--- src/rtl/load_store_unit.sv ---
// Load/store unit: turns execute-stage load/store requests into single data-memory
// accesses, aligning store lanes and extracting load lanes, with an ack timeout.
module load_store_unit #(
  parameter int TIMEOUT = 16
) (
  input  logic        clk,
  input  logic        rst,
  input  logic        req_valid,
  output logic        req_ready,
  input  logic        req_we,
  input  logic [2:0]  req_funct3,
  input  logic [31:0] req_addr,
  input  logic [31:0] req_wdata,
  output logic        mem_req,
  output logic        mem_we,
  output logic [31:0] mem_addr,
  output logic [31:0] mem_wdata,
  output logic [3:0]  mem_be,
  input  logic        mem_ack,
  input  logic [31:0] mem_rdata,
  output logic        rsp_valid,
  output logic [31:0] rsp_rdata,
  output logic        rsp_err
);

  localparam logic [1:0] S_IDLE = 2'd0;
  localparam logic [1:0] S_MEM  = 2'd1;
  localparam logic [1:0] S_RESP = 2'd2;
  localparam logic [7:0] CNT_LAST = 8'(TIMEOUT - 1);

  logic [1:0]  r_state;
  logic        r_we;
  logic [2:0]  r_funct3;
  logic [31:0] r_addr;
  logic [31:0] r_wdata;
  logic [31:0] r_rdata;
  logic        r_err;
  logic [7:0]  r_cnt;

  logic        w_req_err;
  logic [3:0]  w_be;
  logic [31:0] w_wdata;

  // Illegal funct3 for the direction, or a halfword/word access off its natural alignment.
  function automatic logic access_err(input logic we, input logic [2:0] f3, input logic [1:0] a);
    logic e;
    e = 1'b0;
    case (f3)
      3'b000:  e = 1'b0;
      3'b001:  e = a[0];
      3'b010:  e = (a != 2'b00);
      3'b100:  e = we;
      3'b101:  e = we | a[0];
      default: e = 1'b1;
    endcase
    return e;
  endfunction

  function automatic logic [31:0] load_data(input logic [2:0] f3, input logic [1:0] a,
                                            input logic [31:0] d);
    logic [7:0]  b;
    logic [15:0] h;
    logic [31:0] r;
    case (a)
      2'b00:   b = d[7:0];
      2'b01:   b = d[15:8];
      2'b10:   b = d[23:16];
      2'b11:   b = d[31:24];
      default: b = 8'h00;
    endcase
    h = a[1] ? d[31:16] : d[15:0];
    case (f3)
      3'b000:  r = {{24{b[7]}}, b};
      3'b001:  r = {{16{h[15]}}, h};
      3'b010:  r = d;
      3'b100:  r = {24'h000000, b};
      3'b101:  r = {16'h0000, h};
      default: r = 32'h0000_0000;
    endcase
    return r;
  endfunction

  assign w_req_err = access_err(req_we, req_funct3, req_addr[1:0]);

  // Store lane enables and replicated store data, only while a store is in MEM.
  always_comb begin
    w_be    = 4'b0000;
    w_wdata = 32'h0000_0000;
    if (r_state == S_MEM && r_we) begin
      case (r_funct3)
        3'b000: begin
          w_be    = 4'b0001 << r_addr[1:0];
          w_wdata = {4{r_wdata[7:0]}};
        end
        3'b001: begin
          w_be    = 4'b0011 << {r_addr[1], 1'b0};
          w_wdata = {2{r_wdata[15:0]}};
        end
        3'b010: begin
          w_be    = 4'b1111;
          w_wdata = r_wdata;
        end
        default: begin
          w_be    = 4'b0000;
          w_wdata = 32'h0000_0000;
        end
      endcase
    end else begin
      w_be    = 4'b0000;
      w_wdata = 32'h0000_0000;
    end
  end

  assign req_ready = (r_state == S_IDLE);
  assign mem_req   = (r_state == S_MEM);
  assign mem_we    = mem_req & r_we;
  assign mem_addr  = mem_req ? {r_addr[31:2], 2'b00} : 32'h0000_0000;
  assign mem_be    = w_be;
  assign mem_wdata = w_wdata;
  assign rsp_valid = (r_state == S_RESP);
  assign rsp_err   = rsp_valid & r_err;
  assign rsp_rdata = rsp_valid ? r_rdata : 32'h0000_0000;

  // Access sequencer: capture at acceptance, wait for ack or timeout, one response cycle.
  always_ff @(posedge clk or posedge rst) begin
    if (rst) begin
      r_state  <= S_IDLE;
      r_we     <= 1'b0;
      r_funct3 <= 3'b000;
      r_addr   <= 32'h0000_0000;
      r_wdata  <= 32'h0000_0000;
      r_rdata  <= 32'h0000_0000;
      r_err    <= 1'b0;
      r_cnt    <= 8'd0;
    end else begin
      case (r_state)
        S_IDLE: begin
          if (req_valid) begin
            r_we     <= req_we;
            r_funct3 <= req_funct3;
            r_addr   <= req_addr;
            r_wdata  <= req_wdata;
            r_rdata  <= 32'h0000_0000;
            r_err    <= w_req_err;
            r_cnt    <= 8'd0;
            r_state  <= w_req_err ? S_RESP : S_MEM;
          end
        end
        S_MEM: begin
          // An ack on the expiry edge still completes the access cleanly.
          if (mem_ack) begin
            r_rdata <= r_we ? 32'h0000_0000 : load_data(r_funct3, r_addr[1:0], mem_rdata);
            r_state <= S_RESP;
          end else if (r_cnt == CNT_LAST) begin
            r_err   <= 1'b1;
            r_rdata <= 32'h0000_0000;
            r_state <= S_RESP;
          end else begin
            r_cnt <= r_cnt + 8'd1;
          end
        end
        S_RESP: begin
          r_cnt   <= 8'd0;
          r_state <= S_IDLE;
        end
        default: r_state <= S_IDLE;
      endcase
    end
  end

endmodule

--- config.mk ---
export PLATFORM = sky130hd
export DESIGN_NAME = load_store_unit
export DESIGN_NICKNAME = d
export VERILOG_FILES = /design/src/rtl/load_store_unit.sv
export SDC_FILE = /design/constraint.sdc
export NUM_CORES = 1
export LEC_CHECK = 0
export CAP_MARGIN = 10
export CORE_ASPECT_RATIO = 0.7
export CORE_MARGIN = 2
export CORE_UTILIZATION = 46
export CTS_CLUSTER_DIAMETER = 200
export CTS_CLUSTER_SIZE = 14
export DETAILED_ROUTE_END_ITERATION = 10
export PLACE_DENSITY = 0.85
export SLEW_MARGIN = 20
export SYNTH_ARGS = -nofsm -noshare
export SYNTH_HDL_FRONTEND = slang
export SYNTH_SLANG_ARGS = --single-unit
--- constraint.sdc ---
create_clock -name clk -period 4.02 [get_ports clk]
set_clock_uncertainty 0.2 [all_clocks]
set_input_delay 0.402 -clock clk [delete_from_list [all_inputs] [get_ports clk]]
set_output_delay 0.402 -clock clk [all_outputs]
set_load 0.05 [all_outputs]
==> summary by stage, run 1 <==
Run status
The flow ran to the end, and the final reports show no timing, DRC or antenna violations.

Setup path
The count of buffering cells on the critical path with inverters included is 2. The capturing point of the worst reg2reg path is r_rdata[14]$_DFFE_PP0P_. Along the worst path, the maximum fanout reaches 28. The count of cells along the worst register-to-register path is 4. The reg-to-reg startpoint is r_addr[1]$_DFFE_PP0P_. For flop-to-flop paths, the worst setup slack is about 1.3 ns. STA classifies the critical path startpoint as a flop. The sort of element at the end of the critical path is an output pin. The data arrival at the endpoint of the critical path is about 2.8 ns. The critical path is of the reg2out type. STA puts the critical path data required time at about 3.4 ns. In this design, the stage delay of the slowest critical-path cell is 0.62 ns.

The cell with the largest stage delay on the worst path is nand2_1. Grouping stages by cell kind, the critical path spends the most delay in simple AND/OR/NAND/NOR gates. The signal on the critical path passes through nand2b_1, inv_1, and2_1, nand2_1, a21oi_1, buf_12.

Place
The estimated wirelength of the detail-placed design is between 10 and 15 mm. Routability-driven placement finished with a final weighted congestion of 0.850. The number of buffer cells added on primary ports is roughly 210.

STA
The final-layout worst hold slack is 0.282 ns. The slew at the pin with the worst max-slew slack is 1.01 ns. Of the available clock period, the critical path in the final layout requires 0.841. Setup repair after global routing left no endpoint under its margin. The time the worst path needs with I/O delays and setup is about 3.4 ns. For this run, the top clock speed supported by timing is slightly below 300 MHz. The relative max-transition margin is 0.324. After routing, the total negative slack on setup checks comes to 0 ns. Setup violations remaining at the end of the flow were counted as 0. The hold violation total from the final report came to 0. The number of pins exceeding their max-slew limit in the final report came to 0.

Floorplanning
The floorplan die area is approximately 14,000 µm². In this run the vertical extent of the chip is ~99 µm. The number of core rows is 34. In this run the horizontal extent of the chip is between 100 and 150 µm.

The initial standard-cell utilization of the core is 0.472. The core footprint is 12,500 µm². The total I/O pin count is 209.

Cells and area
The total of fill cells in the finished design is about 850. Leaving out fill and tap cells, the most frequent cells in the layout are clkdlybuf4s50_1, dfrtp_1, mux2_2. In the final layout, the share of cells above drive strength 1 is 0.178. 0 antenna diodes ended up in the layout.

The net count of the finished layout is between 800 and 900. The most common cell after layout, fill and taps aside is clkdlybuf4s50_1. The post-synthesis to final-layout area growth is 46.8%. The post-route core utilization is 0.692.

Drt
In the routed design, unresolved DRC markers number 0. The number of violations reported at the end of detailed-routing iteration 0 is about 260. The number of nets still failing antenna checks after routing is 0.

The detailed router placed roughly 5,000 vias in this run. The average wire per cell in the routed design is roughly 20 µm. The per-cell via count in the routed design is ~5.7. The length of the first detailed-routing pass in iterations is 4.

The detailed-route wire length is 17.7 mm.

Yosys
The number of warnings reported in the yosys synthesis log is 0. The adder-cell share of the synthesized area is 0.00213. The area fraction in compound gates after synthesis is 0.169. The primary flip-flop cell chosen by synthesis mapping is dfrtp_1. The proportion of synthesized area in mux cells is 0.148.

The largest family of logic cells by synthesized area is compound AO/OA/AOI/OAI gates. The largest area contributor in the netlist is dfrtp_1. Of the total synthesized cell area, the portion taken by AND, OR, NAND and NOR gates is 0.166. After synthesis, the mean cell area works out to approximately 11 µm². The number of synthesized flops with an enable pin is 0. The number of different library cells used by synthesis comes to 50. The synthesized-area fraction occupied by xor and xnor cells is 0.00149. The summed instance area of the synthesized netlist is ~5900 µm². The sequential share of the synthesized area is 0.473. Ranked by total cell area, the synthesized netlist is headed by dfrtp_1, mux2_2, and2_1, a21oi_1, a221o_1. Counting flops and latches in the post-synthesis netlist gives approximately 110. The number of standard cells after synthesis is 550. The share of synthesized area in the top cell type comes to 0.473. Of all flip-flops after synthesis, the portion carrying an async set or reset was 1.00.

Clock tree
Clock tree synthesis selected as its root buffer the cell clkbuf_16. The clock sink total is between 100 and 150. The cts-stage hold buffer count is 0.

The clock tree from TritonCTS is yes. The number of CTS-inserted buffers is 9. After clock tree synthesis, the setup repair step added 0 buffers. The clock tree synthesis step divided the H-tree into 3 levels. The clock edge transition at the registers on the reported setup and hold paths is 0.08 ns. Gates resized during post-CTS repair numbered 0. The insertion delay to the later sink of the worst-skew pair is between 0.3 and 0.4 ns. The clock passes through at most 2 buffers.

Worst hold path
In this run the worst hold path is classified as reg2reg. The origin of the worst min-delay path is r_rdata[14]$_DFFE_PP0P_. The terminating pin of the worst hold path is r_rdata[14]$_DFFE_PP0P_. The count of cells along the worst hold path is 1.

GRT
The pin count of the biggest net entering global routing is 93. The global-route usage over all layers is 0.263. The met1 layer usage reported by global route is 0.339.

The initial antenna violation count is 0. The met3 track utilization from global routing is 0.0841. The number of global-route vias before repair is 5,395.

For this run, global-route usage on met2 was measured as 0.445. After global routing, the most crowded layer is met2. The first global-routing pass estimated 28.8 mm of wire.

The total overflow left after global routing is 0.

Pwr
The power density normalized to cell area is 447 nW/µm². The total leakage power is 3.57 nW. Across the VDD grid, the largest voltage drop is approximately 0.00026 V.

Job
Max-cap violations in this run came to 0.
-- layer usage --
metal,wire (µm),share of wire
met1,7310,0.41
met2,8630,0.49
met3,1610,0.091
met4,184,0.010
met5,0,0
-- cells in the mapped netlist (all sizes together) (2+ instances only) --
library cell  instances
a2bb2oi              16
a21oi                41
a221o                17
o41ai                 3
o2bb2ai              16
buf                  20
mux2                 71
dfrtp               111
nand2b                8
or3                   7
a211o                 5
a21o                  2
and2                 65
nand4                 2
mux2i                 5
a221oi                8
and3b                 5
a211oi                3
nor2b                11
and3                 11
nor3                  7
nand2                12
nor2                 38
o211ai                2
clkbuf               22
o21ai                13
inv                  10
a41o                  2
-- worst max-delay path by stage --
stage          cells after the start                    end  slack (ns)                    from
3_5_place_dp                       4          rsp_rdata[30]        1.01  r_state[1]$_DFFE_PP0P_
6_report                           6              mem_be[1]        0.64  r_state[1]$_DFFE_PP0P_
4_1_cts                            4          rsp_rdata[30]        0.62  r_state[1]$_DFFE_PP0P_
3_3_place_gp                       4          rsp_rdata[31]        1.16  r_state[1]$_DFFE_PP0P_
5_1_grt                            6              mem_be[1]        0.42  r_state[1]$_DFFE_PP0P_
2_1_floorplan                      1  r_addr[0]$_DFFE_PP0P_        0.49                     rst
-- power breakdown --
group          switching, mW  internal (mW)
clock network          0.440          0.498
registers              0.173           1.34
logic                  0.765          0.644
total                   1.38           2.48
-- area by class of cell --
type	count	area [µm²]	area share
inverters	11	46.3	0.00536
multi-input cells	387	2870	0.333
clock inverters	7	85.1	0.00986
well taps	162	203	0.0235
repair buffers	215	2420	0.281
clock buffers	9	225	0.0261
flip-flops and latches	111	2780	0.322
-- stage by stage --
stage	std cells	worst slack (ns)	power [mW]	area (µm²)
after global placement	886	1.16	2.86	8320
after global routing	902	0.418	4.04	8630
after detailed placement	886	1.01	2.92	8320
final	902	0.638	3.86	8630
after CTS	902	0.621	3.86	8630
after floorplan	551	0.487	2.46	5880
-- sequential cells by signal, summed over array words and instances, names as in the netlist --
name      flops
r_state       2
r_cnt         8
r_err         1
r_we          1
r_funct3      3
r_rdata      32
r_addr       32
r_wdata      32
-- kinds of logic (layout without fill, tap and decap cells) --
| kind of cell | Yosys count | in the layout |
|---|---|---|
| other cells | 1 | 2 |
| simple gates | 171 | 171 |
| xor+xnor | 1 | 1 |
| compound gates | 135 | 135 |
| fa+ha+maj | 1 | 1 |
| flops | 111 | 111 |
| buf+inv | 53 | 242 |
| mux | 77 | 77 |
No activity file was read; power rests on OpenSTA's default activity.
==> run 2: changes to the inputs <==
- clock period: 4.02 -> 3.4 ns (I/O delays scaled with it)
==> run 2 against run 1 <==
  * Sequential share of layout area rose by 0.48 points
  * Highest routed layer unchanged
  * Hold slack got worse by 0.049 ns
  * Non-clock buffer count rose by 3
  * Critical path type unchanged
  * Critical endpoint is now mem_be[2]
  * Largest power group unchanged
  * Core utilization fell by 1.0 points
  * Worst setup slack got worse by 0.28 ns
==> summary by stage, run 2 (synthesis results as in run 1) <==
STA
The final-layout worst hold slack is 0.232 ns (was 0.282 ns). The post-route setup TNS came to 0 ns (unchanged). The part of the cycle the worst path needs is 0.895. Unrepaired setup endpoints after global routing: false (unchanged).

The worst path in the final design needs a cycle of around 3.0 ns, including I/O delays and setup. The relative max-transition margin is 0.384 (was 0.324). The maximum clock frequency is around 330 MHz. The hold violation total from the final report was 0 (unchanged). The number of pins exceeding their max-slew limit in the final report is 0 (unchanged).

The slew at the pin with the worst max-slew slack was 0.919 ns (was 1.01 ns). The final setup violation count is 0 (unchanged).

Place
The total placed cells including tap cells is 889 (was 886). The number of buffer cells added on primary ports is 206 (unchanged). The estimated wirelength of the detail-placed design was 13.1 mm (was 13.0 mm). The final weighted congestion of routability-driven global placement is 0.917 (was 0.850).

Setup path
The cell with the largest stage delay on the worst path is dfrtp_1 (was nand2_1). The count of cells along the worst register-to-register path came to 5 (was 4). The cell type with the highest occurrence count on the critical path is nor2_1.

The required time of the critical path is 2.86 ns (was 3.42 ns). The peak per-stage delay on the critical path came to 0.65 ns (was 0.62 ns). The data arrival at the endpoint of the critical path is 2.50 ns (was 2.78 ns). The startpoint type of the worst setup path was a flop (unchanged). Ordered list of cells on the worst path: inv_1, nor2_1, buf_4, a21oi_1, nor2_1, buf_12 (was nand2b_1, inv_1, and2_1, nand2_1, a21oi_1, buf_12). The worst setup path category is reg2out (unchanged). The top fanout value on the critical path is 16 (was 28). The sort of element at the end of the critical path was an output pin (unchanged).

GRT
The pin count of the biggest net entering global routing is 84 (was 93). The first-pass GRT wire length came to 28.2 mm (was 28.8 mm). The initial antenna violation count was 0 (unchanged). The total overflow reported by the global router is 0 (unchanged). The number of global-route vias before repair is 5,398 (was 5,395). The global-route usage over all layers was 0.257 (was 0.263).

Job
The number of max-capacitance violations reported is 0 (unchanged).

Drt
The number of violations reported at the end of detailed-routing iteration 0 is 330 (was 257). The remaining design rule violation count was 0 (unchanged). The number of nets still failing antenna checks after routing is 0 (unchanged). The detailed-route wire length is 17.5 mm (was 17.7 mm). The length of the first detailed-routing pass in iterations is 5 (was 4). The average wire per cell in the routed design is 19.4 µm (was 19.7 µm). The total via count after detailed routing is 5,149 (was 5,148). The per-cell via count in the routed design is 5.69 (was 5.71).

Cells and area
The post-synthesis to final-layout area growth is 44.6% (was 46.8%). The net count of the finished layout is 843 (was 840). The post-route core utilization is 0.682 (was 0.692). The total of fill cells in the finished design is 912 (was 854). The total area of sequential cells is 2780 µm² (unchanged). The total inserted antenna cells was 0 (unchanged). The fraction of layout cells with a size suffix above 1 is 0.237 (was 0.178).

The most common cell after layout, fill and taps aside is clkdlybuf4s50_1 (unchanged). The final cell count without fillers was 905 (was 902). Registers with the highest flip-flop counts: r_addr (32), r_rdata (32), r_wdata (32) (unchanged).

The area taken by multi-input logic gates came to 2870 µm² (about the same). Commonest cells after routing, fill and taps aside: clkdlybuf4s50_1, dfrtp_1, mux2_2 (unchanged).

Pwr
The proportion of power drawn by combinational gates is 0.370 (was 0.365). The share of total power in the clock network is 0.221 (was 0.243). The part of the power in registers is 0.409 (was 0.392). The switching fraction of total power is 0.357 (about the same).

The total leakage power is 3.64 nW (was 3.57 nW). The power density normalized to cell area is 520 nW/µm² (was 447 nW/µm²). The net switching power of the design is 1.58 mW (was 1.38 mW).

The cell-internal power is 2.84 mW (was 2.48 mW). The worst IR drop on VDD came to 0.000387 V (was 0.000264 V).

Clock tree
The maximum level of the CTS H-tree came to 3 (unchanged). The cell chosen for the clock root is clkbuf_16 (unchanged). The setup fix buffers added after clock tree synthesis came to 0 (unchanged). The number of buffers on the longest clock path was 2 (unchanged).

The post-cts gate resize count was 0 (unchanged). The insertion delay to the later sink of the worst-skew pair is 0.34 ns (was 0.35 ns). The clock sink total is 111 (unchanged). The clock edge transition at the registers on the reported setup and hold paths was 0.07 ns (was 0.08 ns). The clock tree from TritonCTS is yes (unchanged). The number of CTS-inserted buffers is 9 (unchanged). The cts-stage hold buffer count is 0 (unchanged).

Floorplanning
The floorplan die area is 13,700 µm² (unchanged). The total I/O pin count came to 209 (unchanged). The width of the die is 139 µm (unchanged). The core footprint is 12,500 µm² (unchanged). The initial standard-cell utilization of the core is 0.472 (unchanged). The die outline height is 98.6 µm (unchanged). The number of core rows is 34 (unchanged).

Run status
Outcome: finished, final reports clean (unchanged).

Worst hold path
The kind of path behind the tightest hold check is in2async (was reg2reg).
run 2: cell count changes in the layout (fill, tap and decap cells not counted), moves of 2 or more:
| cell | before | now |
|---|---|---|
| buf_4 | 8 | 54 |
| clkinv_4 | 2 | 0 |
| inv_6 | 4 | 0 |
| clkdlybuf4s50_1 | 178 | 135 |
| clkinvlp_4 | 0 | 5 |
| clkbuf_1 | 0 | 2 |
run 2: power groups by stage:
stage	Sequential (mW)	Clock, mW	Combinational [mW]
global route	1.84	1.04	1.76
detailed placement	1.83	0	1.63
finish	1.81	0.976	1.64
CTS	1.80	0.991	1.64
global placement	1.80	0	1.58
floorplan	1.71	0	1.20
run 2: stage by stage:
stage | cell area (µm²) | power, mW | worst slack (ns)
2_1_floorplan | 5890 | 2.90 | 0.488
3_3_place_gp | 8230 | 3.38 | 0.842
3_5_place_dp | 8230 | 3.46 | 0.797
4_1_cts | 8500 | 4.43 | 0.424
5_1_grt | 8500 | 4.65 | 0.230
6_report | 8500 | 4.42 | 0.358
run 2: final cells by class:
class                      instances  share of cell area
clock buffer                      11              0.0274
clock inverter                     5             0.00412
inverter                          11             0.00530
multi-input combinational        387               0.338
sequential                       111               0.327
tap                              162              0.0238
timing repair buffer             218               0.275
run 2: worst max-delay path: cells and delay by family, from the launching register on:
kind | cells | cell delay (ns)
buffers and inverters | 3 | 0.74
and+or+nand+nor | 2 | 0.70
DFF | 1 | 0.65
AOI/OAI and AO/OA | 1 | 0.06
run 2: layer usage:
metal | vias up | global-route usage | wire (µm)
met5 | - | 0 | 0
met4 | 0 | 0.0629 | 259
li1 | 2362 | - | -
met2 | 210 | 0.433 | 8480
met3 | 21 | 0.0996 | 1710
met1 | 2556 | 0.314 | 7100
run 2: path summary, 6_finish.rpt:
check / endpoint / slack (ns) / start
max: mem_be[2] / 0.36 / r_funct3[1]$_DFFE_PP0P_
min: r_addr[26]$_DFFE_PP0P_ / 0.23 / rst
max reg2reg: r_rdata[15]$_DFFE_PP0P_ / 0.85 / r_addr[1]$_DFFE_PP0P_
min reg2reg: r_err$_DFFE_PP0P_ / 0.29 / r_err$_DFFE_PP0P_
max in group asynchronous: r_cnt[5]$_DFFE_PP0P_ / 1.92 / rst
min in group clk: r_err$_DFFE_PP0P_ / 0.29 / r_err$_DFFE_PP0P_
==> run 3: changes to the inputs <==
- ABC_CLOCK_PERIOD_IN_PS: default -> 3400
==> results of run 3 <==
No change in the layout: final DEF, timing and power equal those of run 2.
